[config.mk]
export PLATFORM = sky130hd
export DESIGN_NAME = arm_id_exe_stage_reg
export DESIGN_NICKNAME = d
export VERILOG_FILES = /design/src/rtl/arm_id_exe_stage_reg.sv
export SDC_FILE = /design/constraint.sdc
export NUM_CORES = 1
export LEC_CHECK = 0
export ABC_AREA = 1
export CAP_MARGIN = 10
export CORE_MARGIN = 3
export CORE_UTILIZATION = 41
export DETAILED_ROUTE_END_ITERATION = 12
export PLACE_DENSITY = 0.9
export SLEW_MARGIN = 20
export SYNTH_ARGS = -nofsm -noshare
export SYNTH_HDL_FRONTEND = slang
export SYNTH_SLANG_ARGS = --single-unit
export TNS_END_PERCENT = 1
[constraint.sdc]
create_clock -name clk -period 1.7 [get_ports clk]
set_input_delay 0.34 -clock clk [delete_from_list [all_inputs] [get_ports clk]]
set_output_delay 0.34 -clock clk [all_outputs]
set_load 0.005 [all_outputs]
[src/rtl/arm_id_exe_stage_reg.sv]
// ID/EXE pipeline register: holds on freeze, bubbles on flush or
// hazard, and counts frozen cycles with a saturating counter.
module arm_id_exe_stage_reg #(
  parameter int DATA_W = 32,
  parameter int CNT_W  = 16
) (
  input  logic              clk,
  input  logic              rst,
  input  logic              freeze,
  input  logic              flush,
  input  logic              hazard,
  input  logic              S_in,
  input  logic              B_in,
  input  logic              mem_read_in,
  input  logic              mem_write_in,
  input  logic              WB_en_in,
  input  logic              move_in,
  input  logic [3:0]        EXE_CMD_in,
  input  logic [DATA_W-1:0] PC_in,
  input  logic [DATA_W-1:0] Val_Rn_in,
  input  logic [DATA_W-1:0] Val_Rm_in,
  input  logic              imm_in,
  input  logic [11:0]       shift_operand_in,
  input  logic [23:0]       signed_imm_24_in,
  input  logic [3:0]        Dest_in,
  input  logic [3:0]        src1_in,
  input  logic [3:0]        src2_in,
  input  logic [3:0]        SR_in,
  output logic              S_out,
  output logic              B_out,
  output logic              mem_read_out,
  output logic              mem_write_out,
  output logic              WB_en_out,
  output logic              move_out,
  output logic [3:0]        EXE_CMD_out,
  output logic [DATA_W-1:0] PC_out,
  output logic [DATA_W-1:0] Val_Rn_out,
  output logic [DATA_W-1:0] Val_Rm_out,
  output logic              imm_out,
  output logic [11:0]       shift_operand_out,
  output logic [23:0]       signed_imm_24_out,
  output logic [3:0]        Dest_out,
  output logic [3:0]        src1_out,
  output logic [3:0]        src2_out,
  output logic [3:0]        SR_out,
  output logic              valid_out,
  output logic [CNT_W-1:0]  freeze_cnt
);

  typedef struct packed {
    logic       s;
    logic       b;
    logic       mem_read;
    logic       mem_write;
    logic       wb_en;
    logic       move;
    logic [3:0] exe_cmd;
  } ctrl_t;

  ctrl_t             ctrl_d;
  ctrl_t             ctrl_q;
  logic              valid_q;
  logic              bubble;
  logic [DATA_W-1:0] pc_q;
  logic [DATA_W-1:0] rn_q;
  logic [DATA_W-1:0] rm_q;
  logic              imm_q;
  logic [11:0]       sh_q;
  logic [23:0]       simm_q;
  logic [3:0]        dest_q;
  logic [3:0]        src1_q;
  logic [3:0]        src2_q;
  logic [3:0]        sr_q;
  logic [CNT_W-1:0]  cnt_q;

  assign bubble = flush | hazard;

  always_comb begin
    ctrl_d           = '0;
    ctrl_d.s         = S_in;
    ctrl_d.b         = B_in;
    ctrl_d.mem_read  = mem_read_in;
    ctrl_d.mem_write = mem_write_in;
    ctrl_d.wb_en     = WB_en_in;
    ctrl_d.move      = move_in;
    ctrl_d.exe_cmd   = EXE_CMD_in;
  end

  always_ff @(posedge clk or negedge rst) begin
    if (!rst) begin
      ctrl_q  <= '0;
      valid_q <= 1'b0;
      pc_q    <= '0;
      rn_q    <= '0;
      rm_q    <= '0;
      imm_q   <= 1'b0;
      sh_q    <= '0;
      simm_q  <= '0;
      dest_q  <= '0;
      src1_q  <= '0;
      src2_q  <= '0;
      sr_q    <= '0;
    end else if (!freeze) begin
      // data fields load even for a bubble; only control is squashed
      pc_q   <= PC_in;
      rn_q   <= Val_Rn_in;
      rm_q   <= Val_Rm_in;
      imm_q  <= imm_in;
      sh_q   <= shift_operand_in;
      simm_q <= signed_imm_24_in;
      dest_q <= Dest_in;
      src1_q <= src1_in;
      src2_q <= src2_in;
      sr_q   <= SR_in;
      if (bubble) begin
        ctrl_q  <= '0;
        valid_q <= 1'b0;
      end else begin
        ctrl_q  <= ctrl_d;
        valid_q <= 1'b1;
      end
    end
  end

  always_ff @(posedge clk or negedge rst) begin
    if (!rst) begin
      cnt_q <= '0;
    end else if (freeze && (cnt_q != '1)) begin
      cnt_q <= cnt_q + 1'b1;
    end
  end

  assign S_out             = ctrl_q.s;
  assign B_out             = ctrl_q.b;
  assign mem_read_out      = ctrl_q.mem_read;
  assign mem_write_out     = ctrl_q.mem_write;
  assign WB_en_out         = ctrl_q.wb_en;
  assign move_out          = ctrl_q.move;
  assign EXE_CMD_out       = ctrl_q.exe_cmd;
  assign PC_out            = pc_q;
  assign Val_Rn_out        = rn_q;
  assign Val_Rm_out        = rm_q;
  assign imm_out           = imm_q;
  assign shift_operand_out = sh_q;
  assign signed_imm_24_out = simm_q;
  assign Dest_out          = dest_q;
  assign src1_out          = src1_q;
  assign src2_out          = src2_q;
  assign SR_out            = sr_q;
  assign valid_out         = valid_q;
  assign freeze_cnt        = cnt_q;

endmodule

# ---- After elaboration in Yosys (flattened, before gate mapping)
# Index checks and enable logic that the tools add are counted.
dict set report word_totals {
  ff_bits 176
  out_inout_bits 176
  elab_cells 25
}
dict set report classes {
  addsub 1
  eq_ne 1
  mux 2
  bitwise_logic 1
  n_reduce_logical 1
}
# operator n
set ops {}
lappend ops {{adder 16 x 1 -> 16 bit, second input constant} 1}
lappend ops {{inequality test 16 bit, second input constant} 1}
lappend ops {{2-to-1 mux 10 bit} 1}
lappend ops {{logical AND 1 bit} 1}
lappend ops {{2-to-1 mux 1 bit} 1}
lappend ops {{OR 1 bit} 1}

# ---- Depth between registers and ports, before layout
# Gate-level depths: netlist of the first run.
dict set report logic_depth {
  depth_word 2
  ltp_mapped 10
  depth_no_buf 10
}

# ---- Worst setup path before layout of the first run
# Ideal clock, no wire load.
dict set report synth_timing {
  kind {reg-to-reg}
  from {reg cnt_q[0], in the netlist freeze_cnt[0]}
  to {reg cnt_q[0], in the netlist freeze_cnt[0]}
  arrival_ns 1.287
  t_required_ns 1.584
  path_slack_ns 0.296
  stages_incl_launch_ff 11
  path_buffers 0
  path_cell_list {dfrtp_1 -> ha_1 -> inv_1 -> nor2_1 -> nand2_2 -> inv_2 -> nand2_4 -> nand2_8 -> inv_4 -> nand2_1 -> nand2_1}
}
dict set report synth_between {
  elab_chain_cells 2
}
# item line_no
set synth_lines {}
lappend synth_lines {{from (decl)} 74} ;# logic [CNT_W-1:0] cnt_q;
lappend synth_lines {{from (signal assigned)} 129} ;# cnt_q <= cnt_q + 1'b1;
lappend synth_lines {{parallel branches: the longest is 2 deep, another holds adder 16 x 1 -> 16 bit} n/a}
# Several ways; the timed one is not identified.
# A chain may end at the register's enable or synchronous reset.

# ---- Worst setup path in the final report of the first run
dict set report layout_timing {
  from {reg rm_q[6], in the netlist Val_Rm_out[6]}
  to {out Val_Rm_out[6]}
}
# item line_no
set layout_rtl {}
lappend layout_rtl {{from (decl)} 66} ;# logic [DATA_W-1:0] rm_q;
lappend layout_rtl {{from (signal assigned)} 107} ;# rm_q <= Val_Rm_in;
lappend layout_rtl {{to (decl)} 38} ;# output logic [DATA_W-1:0] Val_Rm_out,
# No word-level cell between the ends.

==> results of run 1 <==
==> per-stage QoR <==
| stage | cell area, µm² | std cells | TNS, ps | util [%] | total power (W) |
|---|---|---|---|---|---|
| final | 11400 | 1382 | 0 | 68.5 | 0.0109 |
| after global routing | 11400 | 1382 | -7.55 | 68.5 | 0.0114 |
| after CTS | 11300 | 1382 | 0 | 68.2 | 0.0110 |
| after global placement | 10700 | 1348 | 0 | 64.5 | 0.00682 |
| after floorplan | 6970 | 811 | 0 | - | 0.00542 |
| after detailed placement | 10700 | 1348 | 0 | 64.5 | 0.00688 |
==> synthesized netlist by cell type, drive strengths merged <==
cell type / instances
nand3: 17
clkbuf: 21
nand3b: 2
xnor2: 5
inv: 13
clkinv: 1
nor2: 16
o21ai: 2
buf: 15
ha: 1
xor2: 1
nand4: 7
nor3: 2
dfrtp: 176
nand2: 532
==> how the worst max path moves through the flow <==
| stage | from | end | cells after the start | slack, ps |
|---|---|---|---|---|
| floorplan | freeze_cnt[0]$_DFFE_PN0P_ | freeze_cnt[0]$_DFFE_PN0P_ | 10 | 300 |
| global placement | flush | WB_en_out$_DFFE_PN0N_ | 4 | 130 |
| detailed placement | flush | EXE_CMD_out[2]$_DFFE_PN0N_ | 4 | 40 |
| CTS | freeze_cnt[11]$_DFFE_PN0P_ | freeze_cnt[11] | 1 | 2 |
| global route | freeze_cnt[0]$_DFFE_PN0P_ | freeze_cnt[10]$_DFFE_PN0P_ | 8 | -3 |
| finish | Val_Rm_out[6]$_DFFE_PN0N_ | Val_Rm_out[6] | 1 | 40 |
==> cells by family (layout without fill, tap and decap cells) <==
family / after synthesis / in the layout
AND/OR/NAND/NOR: 576 / 576
flip-flops: 176 / 176
buffers and inverters: 50 / 401
XOR/XNOR: 6 / 6
AO/OA/AOI/OAI: 2 / 2
adder cells (fa/ha/maj): 1 / 1
==> sequential cells by signal, indices dropped and copies added (netlist names), 12 cells and up <==
name / cells
signed_imm_24_out: 24
shift_operand_out: 12
PC_out: 32
freeze_cnt: 16
Val_Rn_out: 32
Val_Rm_out: 32
==> metal layers <==
layer	routed length (µm)	global-route usage (%)
met5	0	0
met4	756	8.85
met3	1830	8.22
met2	11000	39.0
met1	8080	25.6
==> final cells by class <==
cell class,instances,area [µm²],area share [%]
clock buffers,18,439,3.87
flip-flops and latches,176,4410,38.8
clock inverters,14,175,1.54
repair buffers,355,3640,32.1
well taps,220,275,2.42
inverters,14,58.8,0.518
multi-input cells,585,2360,20.7
==> what timing repair did <==
action | CTS | global route
setup buffers | 1 | 0
hold buffers | 1 | 0
gates resized for setup | 21 | 21
endpoints found under the setup margin | 17 | 27
hold endpoints to repair | 33 | 0
==> power by group through the flow <==
stage	combinational [W]	clock, W	sequential [W]
2_1_floorplan	0.000507	0	0.00491
3_3_place_gp	0.00194	0	0.00488
3_5_place_dp	0.00199	0	0.00489
4_1_cts	0.00197	0.00418	0.00483
5_1_grt	0.00212	0.00438	0.00488
6_report	0.00194	0.00408	0.00484
==> tightest hold or removal path: stages <==
cell and delay [ps]:
buf_4 160, nand2_1 70, nor2_1 60, nand3b_1 80, nand2_1 50
==> run summary, run 1 <==
End of the worst hold path - freeze_cnt[5]$_DFFE_PN0P_
Fraction of layout cells with a size suffix above 1 - 6.20%
CTS buffer count - 17
Sw frac - 25.3%
Global-route wire length before repair - 32800 µm
Period Utilization, post-route - 97.8%
RR Endpoint - freeze_cnt[1]$_DFFE_PN0P_
Largest family of logic cells by synthesized area - simple AND/OR/NAND/NOR gates
Post-synth net total - 976
DRC Markers - 0
Max Cap Viol - 0
Hold Slack - 381 ps
Leakage - 5.80 nW
# rows - 47
Overflow after GRT - 0
Startpoint types - register
Area leader, netlist - dfrtp_1
Detailed Route WL - 21600 µm
IO buf count - 339
Nets - 1314
Switching power - 0.00275 W
Internal Power - 0.00810 W
Via density - 4.74
Crit-path max cell delay - 530 ps
Adder and majority gate portion of the synthesized area - 0.180%
Flop-to-flop setup slack - 120 ps
Crit end category - output port
Via count - 6546
Io pins - 340
Initial Util - 42.0%
Layout Skew - 5.90 ps
Ant diodes - 0
Worst path buffer plus inverter count - 1
Status - complete, no violations
Worst-path clk slew - 70 ps
CP max FO - 2
DP Worst Slack - 39.1 ps
Core Box Area - 16600 µm²
Vias in the first global route - 6462
Final hold vios - 0
Most frequent cells in the layout - nand2_1, clkdlybuf4s50_1, dfrtp_1, dlymetal6s2s_1
Reg2Reg Depth - 10
Ys Warns - 0
CTS sink count - 176
Commonest non-fill, non-tap cell in the layout - nand2_1
Iteration-0 DRC Markers - 389
WL/cell - 15.7 µm
Top-area cell type share of the netlist area - 63.2%
Drt pass-1 iters - 5
Critical Path RT - 1360 ps
Logic pwr share - 17.8%
GP Congestion - 0.807
Synthesized area per cell - 8.59 µm²
Reg2reg start - freeze_cnt[0]$_DFFE_PN0P_
Post-synthesis sequential area ratio - 63.2%
Unique cell type count in the Yosys netlist - 26
Fillers - 1211
CTS tree - done
H-tree depth - 4
Synth Area in Simple Gates - 32.7%
Hold path cells - 5
Max VDD drop - 625 µV
Max Root-Sink Buffers - 2
Post-synthesis mux area share - 0%
CP Class - reg -> out
Skew-Pair Late Insertion Delay - 420 ps
Die Y - 136 µm
Pwr dens - 955 nW/µm²
Largest net degree at the start of global routing - 82
Hold path startpoint - freeze
Synth Cell Area - 6970 µm²
Top cells by area, synth - dfrtp_1, nand2_1, nand3_1
Final setup vio count - 0
Critical path, cell by cell - clkdlybuf4s50_1
Clk root buf - clkbuf_16
Synthesized flop and latch total - 176
Fmax achieved - 602 MHz
Actual slew at the worst max-slew pin - 677 ps
Fin crit period - 1660 ps
Post-DRT Antenna Nets - 0
Slew Viols, Final - 0
Clock Power Share - 37.6%
Die width - 136 µm
Relative slew slack - 54.7%
Die Area - 18600 µm²
Total track usage - 22.6%
Delay-heaviest family, CP - buffers and inverters
Compound-gate portion of the synthesized area - 0.144%
Synth Instances - 811
Reg power frac - 44.6%
Dpl hpwl - 15600 µm
Arrival time worst endpoint - 1320 ps
Area grow syn2layout - 63.0%
Critical path's slowest cell - clkdlybuf4s50_1
Initial antenna violation count - 0
Worst hold path type - in -> reg
Synth Area in XOR/XNOR - 0.754%
PnR worst setup slack - 38.0 ps
Power figures use the tool's default switching activity.
==> run 2, diff against run 1 <==
--- a/config.mk
+++ b/config.mk
@@ -7,7 +7,6 @@
 export LEC_CHECK = 0
 export ABC_AREA = 1
 export CAP_MARGIN = 10
-export CORE_MARGIN = 3
 export CORE_UTILIZATION = 41
 export DETAILED_ROUTE_END_ITERATION = 12
 export PLACE_DENSITY = 0.9
==> run summary, run 2 (synthesis results as in run 1) <==
Crit-path max cell delay - 540 ps (about the same)
Vias in the first global route - 6550 (+1.4%)
Period Utilization, post-route - 97.8% (about the same)
Via count - 6573 (+0.41%)
Fraction of layout cells with a size suffix above 1 - 6.12% (-0.081 points)
Die width - 132 µm (-2.9%)
Global-route wire length before repair - 33300 µm (+1.7%)
Most frequent cells in the layout - nand2_1, clkdlybuf4s50_1, dfrtp_1, nand3_1, clkbuf_16
Uppermost routed layer - met4
Tot Pwr - 0.0106 W (-1.9%)
Initial Util - 42.0% (unchanged)
Max Root-Sink Buffers - 2 (unchanged)
IO buf count - 339 (unchanged)
Io pins - 340 (unchanged)
DRC Markers - 0 (unchanged)
Nets - 1313 (-0.076%)
DP Worst Slack - 14.1 ps (-25.1 ps)
Setup TNS - 0 ps (unchanged)
Fin area - 11300 µm² (-0.61%)
Fillers - 1259 (+4.0%)
Max VDD drop - 600 µV (-4.0%)
Fin crit period - 1660 ps (+1.34 ps)
Overflow after GRT - 0 (unchanged)
Die Area - 17500 µm² (-5.8%)
CP Class - reg -> out
Leakage - 5.70 nW (-1.8%)
Worst hold path type - in -> reg
Total track usage - 24.6% (+1.9 points)
Commonest non-fill, non-tap cell in the layout - nand2_1
GP Congestion - 0.838 (+3.9%)
Via density - 4.76 (+0.41%)
Arrival time worst endpoint - 1320 ps (about the same)
Critical Path RT - 1360 ps (about the same)
WL met3 - 1670 µm (-8.6%)
Dpl hpwl - 15400 µm (-1.2%)
DP Area - 10700 µm² (-0.38%)
Post-DRT Antenna Nets - 0 (unchanged)
CP max FO - 2 (unchanged)
Worst Setup SP - PC_out[1]$_DFFE_PN0N_
Delay-heaviest family, CP - buffers and inverters
Critical path's slowest cell - clkdlybuf4s50_1
Worst-path clk slew - 70 ps (about the same)
Hold path startpoint - freeze
Largest net degree at the start of global routing - 100 (+22%)
Iteration-0 DRC Markers - 404 (+3.9%)
Met1 Routed Length - 7920 µm (-2.0%)
Met2 wire len - 10700 µm (-2.6%)
Reg2reg start - freeze_cnt[0]$_DFFE_PN0P_
Core Box Area - 16600 µm² (unchanged)
Layout Skew - 5.90 ps (+0.00128 ps)
CTS buffer count - 17 (unchanged)
Pwr dens - 943 nW/µm² (-1.3%)
Status - complete, no violations
CTS tree - done
Slew Viols, Final - 0 (unchanged)
Initial antenna violation count - 1 (+1)
Skew-Pair Late Insertion Delay - 420 ps (about the same)
Clk root buf - clkbuf_16
WL/cell - 15.3 µm (-2.3%)
Final hold vios - 0 (unchanged)
RSZ-0062 raised after global routing - false
Die Y - 132 µm (-2.9%)
# rows - 47 (unchanged)
Max Cap Viol - 0 (unchanged)
Crit end category - output port
CTS sink count - 176 (unchanged)
Critical path, cell by cell - clkdlybuf4s50_1
Fmax achieved - 601 MHz (about the same)
Drt pass-1 iters - 4 (-1)
Final setup vio count - 0 (unchanged)
Area grow syn2layout - 62.0%
Detailed Route WL - 21100 µm (-2.3%)
Final Core Density - 68.1% (-0.41 points)
H-tree depth - 4 (unchanged)
Worst path buffer plus inverter count - 1 (unchanged)
PnR worst setup slack - 36.7 ps (-1.34 ps)
Relative slew slack - 51.6% (-3.2 points)
Actual slew at the worst max-slew pin - 724 ps (+47.3 ps)
Startpoint types - register
==> run 2: where the power goes <==
group          switching, W  total [W]  internal [W]
combinational      0.000771    0.00193       0.00116
clock               0.00166    0.00388       0.00222
sequential         0.000263    0.00483       0.00457
==> run 2: final timing paths <==
check / endpoint / slack [ps] / cells after the start
worst max-delay path: PC_out[1] / 40 / 1
worst min-delay path: signed_imm_24_out[18]$_DFFE_PN0N_ / 270 / 3
worst max register to register: freeze_cnt[0]$_DFFE_PN0P_ / 130 / 10
worst min register to register: PC_out[28]$_DFFE_PN0N_ / 480 / 2
max in group asynchronous: freeze_cnt[2]$_DFFE_PN0P_ / 620 / 3
min in group asynchronous: src2_out[2]$_DFFE_PN0N_ / 410 / 2
==> run 2: worst reg2reg max path, stage by stage, from the launching register on <==
cell     delay (ps)
dfrtp_2         420
ha_2            240
inv_1            50
nor2_1          170
nand2_2         110
inv_2            80
nand2_4          90
nand2_8         110
inv_4            70
nand2_1          70
nand2_1          60
==> run 2: area by class of cell <==
class | instances | area [µm²] | share of cell area, %
Tap cell | 220 | 275 | 2.44
Clock buffer | 21 | 450 | 3.99
Sequential cell | 176 | 4410 | 39.1
Inverter | 14 | 58.8 | 0.521
Clock inverter | 11 | 133 | 1.17
Antenna cell | 1 | 2.50 | 0.0222
Multi-Input combinational cell | 585 | 2360 | 20.9
Timing Repair Buffer | 354 | 3600 | 31.9
==> run 2: routing by layer <==
layer / global-route usage [%] / vias up
met2: 42.3 / 287
met1: 27.6 / 3092
met3: 7.46 / 59
met5: 0 / -
li1: - / 3135
met4: 12.3 / 0
==> run 2: through the flow <==
stage                     std cells  hold slack (ps)
final                          1382              268
after global routing           1382              264
after CTS                      1380              249
after detailed placement       1346              306
after global placement         1346              309
after floorplan                 811             44.4
==> run 2: what timing repair did <==
action                                  CTS  global route
endpoints found under the setup margin   17            22
cloned                                    0             0
hold endpoints to repair                 39             0
setup buffers                             1             1
hold buffers                              1             0
gates resized for setup                  22            17
==> run 3, diff against run 2 <==
--- a/config.mk
+++ b/config.mk
@@ -10,6 +10,7 @@
 export CORE_UTILIZATION = 41
 export DETAILED_ROUTE_END_ITERATION = 12
 export PLACE_DENSITY = 0.9
+export SKIP_LAST_GASP = 1
 export SLEW_MARGIN = 20
 export SYNTH_ARGS = -nofsm -noshare
 export SYNTH_HDL_FRONTEND = slang
==> run summary, run 3 (synthesis results as in run 1) <==
Initial antenna violation count - 1 (unchanged)
Area grow syn2layout - 61.9% (about the same)
Reg2reg start - freeze_cnt[0]$_DFFE_PN0P_
Worst hold path type - in -> reg
Iteration-0 DRC Markers - 396 (-2.0%)
H-tree depth - 4 (unchanged)
CP Class - reg -> out
Post-route insts no fill - 1383 (+0.072%)
Global-route wire length before repair - 33300 µm (-0.11%)
Fraction of layout cells with a size suffix above 1 - 6.28% (+0.17 points)
Nets - 1314 (+0.076%)
Total track usage - 24.5% (-0.025 points)
PnR worst setup slack - -28.4 ps (-65.1 ps)
CP max FO - 7 (+5)
Internal Power - 0.00799 W (+0.56%)
DP Area - 10700 µm² (unchanged)
Fmax achieved - 579 MHz (-3.8%)
Hold path startpoint - freeze
Dpl hpwl - 15400 µm (unchanged)
Largest net degree at the start of global routing - 100 (unchanged)
Crit-path max cell delay - 540 ps (about the same)
Max Root-Sink Buffers - 2 (unchanged)
Worst path buffer plus inverter count - 1 (unchanged)
WL/cell - 15.3 µm (about the same)
Post-DRT Antenna Nets - 0 (unchanged)
Critical path, cell by cell - clkdlybuf4s50_1
Clk root buf - clkbuf_16
Commonest non-fill, non-tap cell in the layout - nand2_1
Via density - 4.75 (-0.19%)
CTS sink count - 176 (unchanged)
Layout Skew - 6.49 ps (+0.592 ps)
Fin crit period - 1730 ps (+65.1 ps)
Reg power frac - 45.3% (about the same)
Core Box Area - 16600 µm² (unchanged)
Startpoint types - register
Drt pass-1 iters - 7 (+3)
Leakage - 5.47 nW (-4.0%)
CTS tree - done
Max Cap Viol - 0 (unchanged)
Delay-heaviest family, CP - buffers and inverters
# rows - 47 (unchanged)
Failing checks - negative setup slack
Fillers - 1255 (-0.32%)
Placed Cells incl. Taps - 1346 (unchanged)
Logic pwr share - 18.4% (+0.3 points)
Vias in the first global route - 6542 (-0.12%)
Relative slew slack - 52.1% (+0.51 points)
Switching power - 0.00270 W (+0.25%)
Die Area - 17500 µm² (unchanged)
IO buf count - 339 (unchanged)
Final hold vios - 0 (unchanged)
GP Congestion - 0.838 (unchanged)
Worst-path clk slew - 60 ps (about the same)
Die Y - 132 µm (unchanged)
Max VDD drop - 597 µV (-0.55%)
End of the worst hold path - signed_imm_24_out[18]$_DFFE_PN0N_
Status - finished, violations left
Sw frac - 25.3% (-0.059 points)
Clock Power Share - 36.3% (-0.2 points)
Flop-to-flop setup slack - 90 ps (-40 ps)
Hold Slack - 270 ps (+1.13 ps)
Final setup vio count - 8 (+8)
Crit end category - output port
Tot Pwr - 0.0107 W (+0.48%)
Initial Util - 42.0% (unchanged)
Critical Path RT - 1360 ps (about the same)
DRC Markers - 0 (unchanged)
Hold path cells - 3 (unchanged)
Pwr dens - 948 nW/µm² (+0.56%)
Most frequent cells in the layout - nand2_1, clkdlybuf4s50_1, dfrtp_1, nand3_1, clkbuf_16
Overflow after GRT - 0 (unchanged)
Reg2Reg Depth - 10 (unchanged)
Die width - 132 µm (unchanged)
Slew Viols, Final - 0 (unchanged)
Period Utilization, post-route - 102% (+3.8 points)
Critical path's slowest cell - clkdlybuf4s50_1
Arrival time worst endpoint - 1390 ps (+70 ps)
Via count - 6565 (-0.12%)
Skew-Pair Late Insertion Delay - 420 ps (about the same)
Detailed Route WL - 21200 µm (+0.13%)
Critical Path Stages - 1 (unchanged)
RSZ-0062 raised after global routing - true
Actual slew at the worst max-slew pin - 716 ps (-7.58 ps)
Io pins - 340 (unchanged)
Fin area - 11300 µm² (about the same)
RR Endpoint - freeze_cnt[0]$_DFFE_PN0P_
DP Worst Slack - 14.1 ps (unchanged)
CTS buffer count - 17 (unchanged)
==> run 3: power groups by stage <==
stage / Clock, W / Sequential (W) / Combinational (W)
after detailed placement: 0 / 0.00490 / 0.00198
after CTS: 0.00394 / 0.00483 / 0.00199
after global routing: 0.00414 / 0.00488 / 0.00214
after global placement: 0 / 0.00488 / 0.00193
after floorplan: 0 / 0.00491 / 0.000507
final: 0.00389 / 0.00484 / 0.00197
==> run 3: worst max path at each step <==
stage | startpoint | to | slack [ps]
3_5_place_dp | hazard | mem_write_out$_DFFE_PN0N_ | 10
2_1_floorplan | freeze_cnt[0]$_DFFE_PN0P_ | freeze_cnt[0]$_DFFE_PN0P_ | 300
3_3_place_gp | hazard | mem_read_out$_DFFE_PN0N_ | 100
6_report | freeze_cnt[9]$_DFFE_PN0P_ | freeze_cnt[9] | -30
5_1_grt | freeze_cnt[8]$_DFFE_PN0P_ | freeze_cnt[8] | -70
4_1_cts | freeze_cnt[6]$_DFFE_PN0P_ | freeze_cnt[6] | -70
==> run 3: per-layer routing <==
layer | track usage, % | wire length [µm]
met1 | 27.6 | 8060
met2 | 42.2 | 10700
met3 | 7.46 | 1610
met4 | 12.3 | 799
met5 | 0 | 0
==> run 3: area by class of cell <==
| type | count | area [µm²] | area share, % |
|---|---|---|---|
| Antenna cell | 1 | 2.50 | 0.0222 |
| Tap cell | 220 | 275 | 2.44 |
| Multi-Input combinational cell | 585 | 2350 | 20.9 |
| Timing Repair Buffer | 355 | 3590 | 31.8 |
| Inverter | 14 | 58.8 | 0.521 |
| Clock inverter | 11 | 133 | 1.18 |
| Clock buffer | 21 | 450 | 3.99 |
| Sequential cell | 176 | 4420 | 39.1 |
==> run 3: through the flow <==
stage          util, %  TNS (ps)
2_1_floorplan        -         0
3_3_place_gp      64.2         0
3_5_place_dp      64.2         0
4_1_cts           67.9      -642
5_1_grt           68.0      -862
6_report          68.0      -111
==> run 3: repair_timing <==
item | in CTS | in global routing
resized for setup | 6 | 5
setup buffers | 1 | 2
setup endpoints to repair | 17 | 37
hold buffers | 1 | 0
hold endpoints to repair | 39 | 0
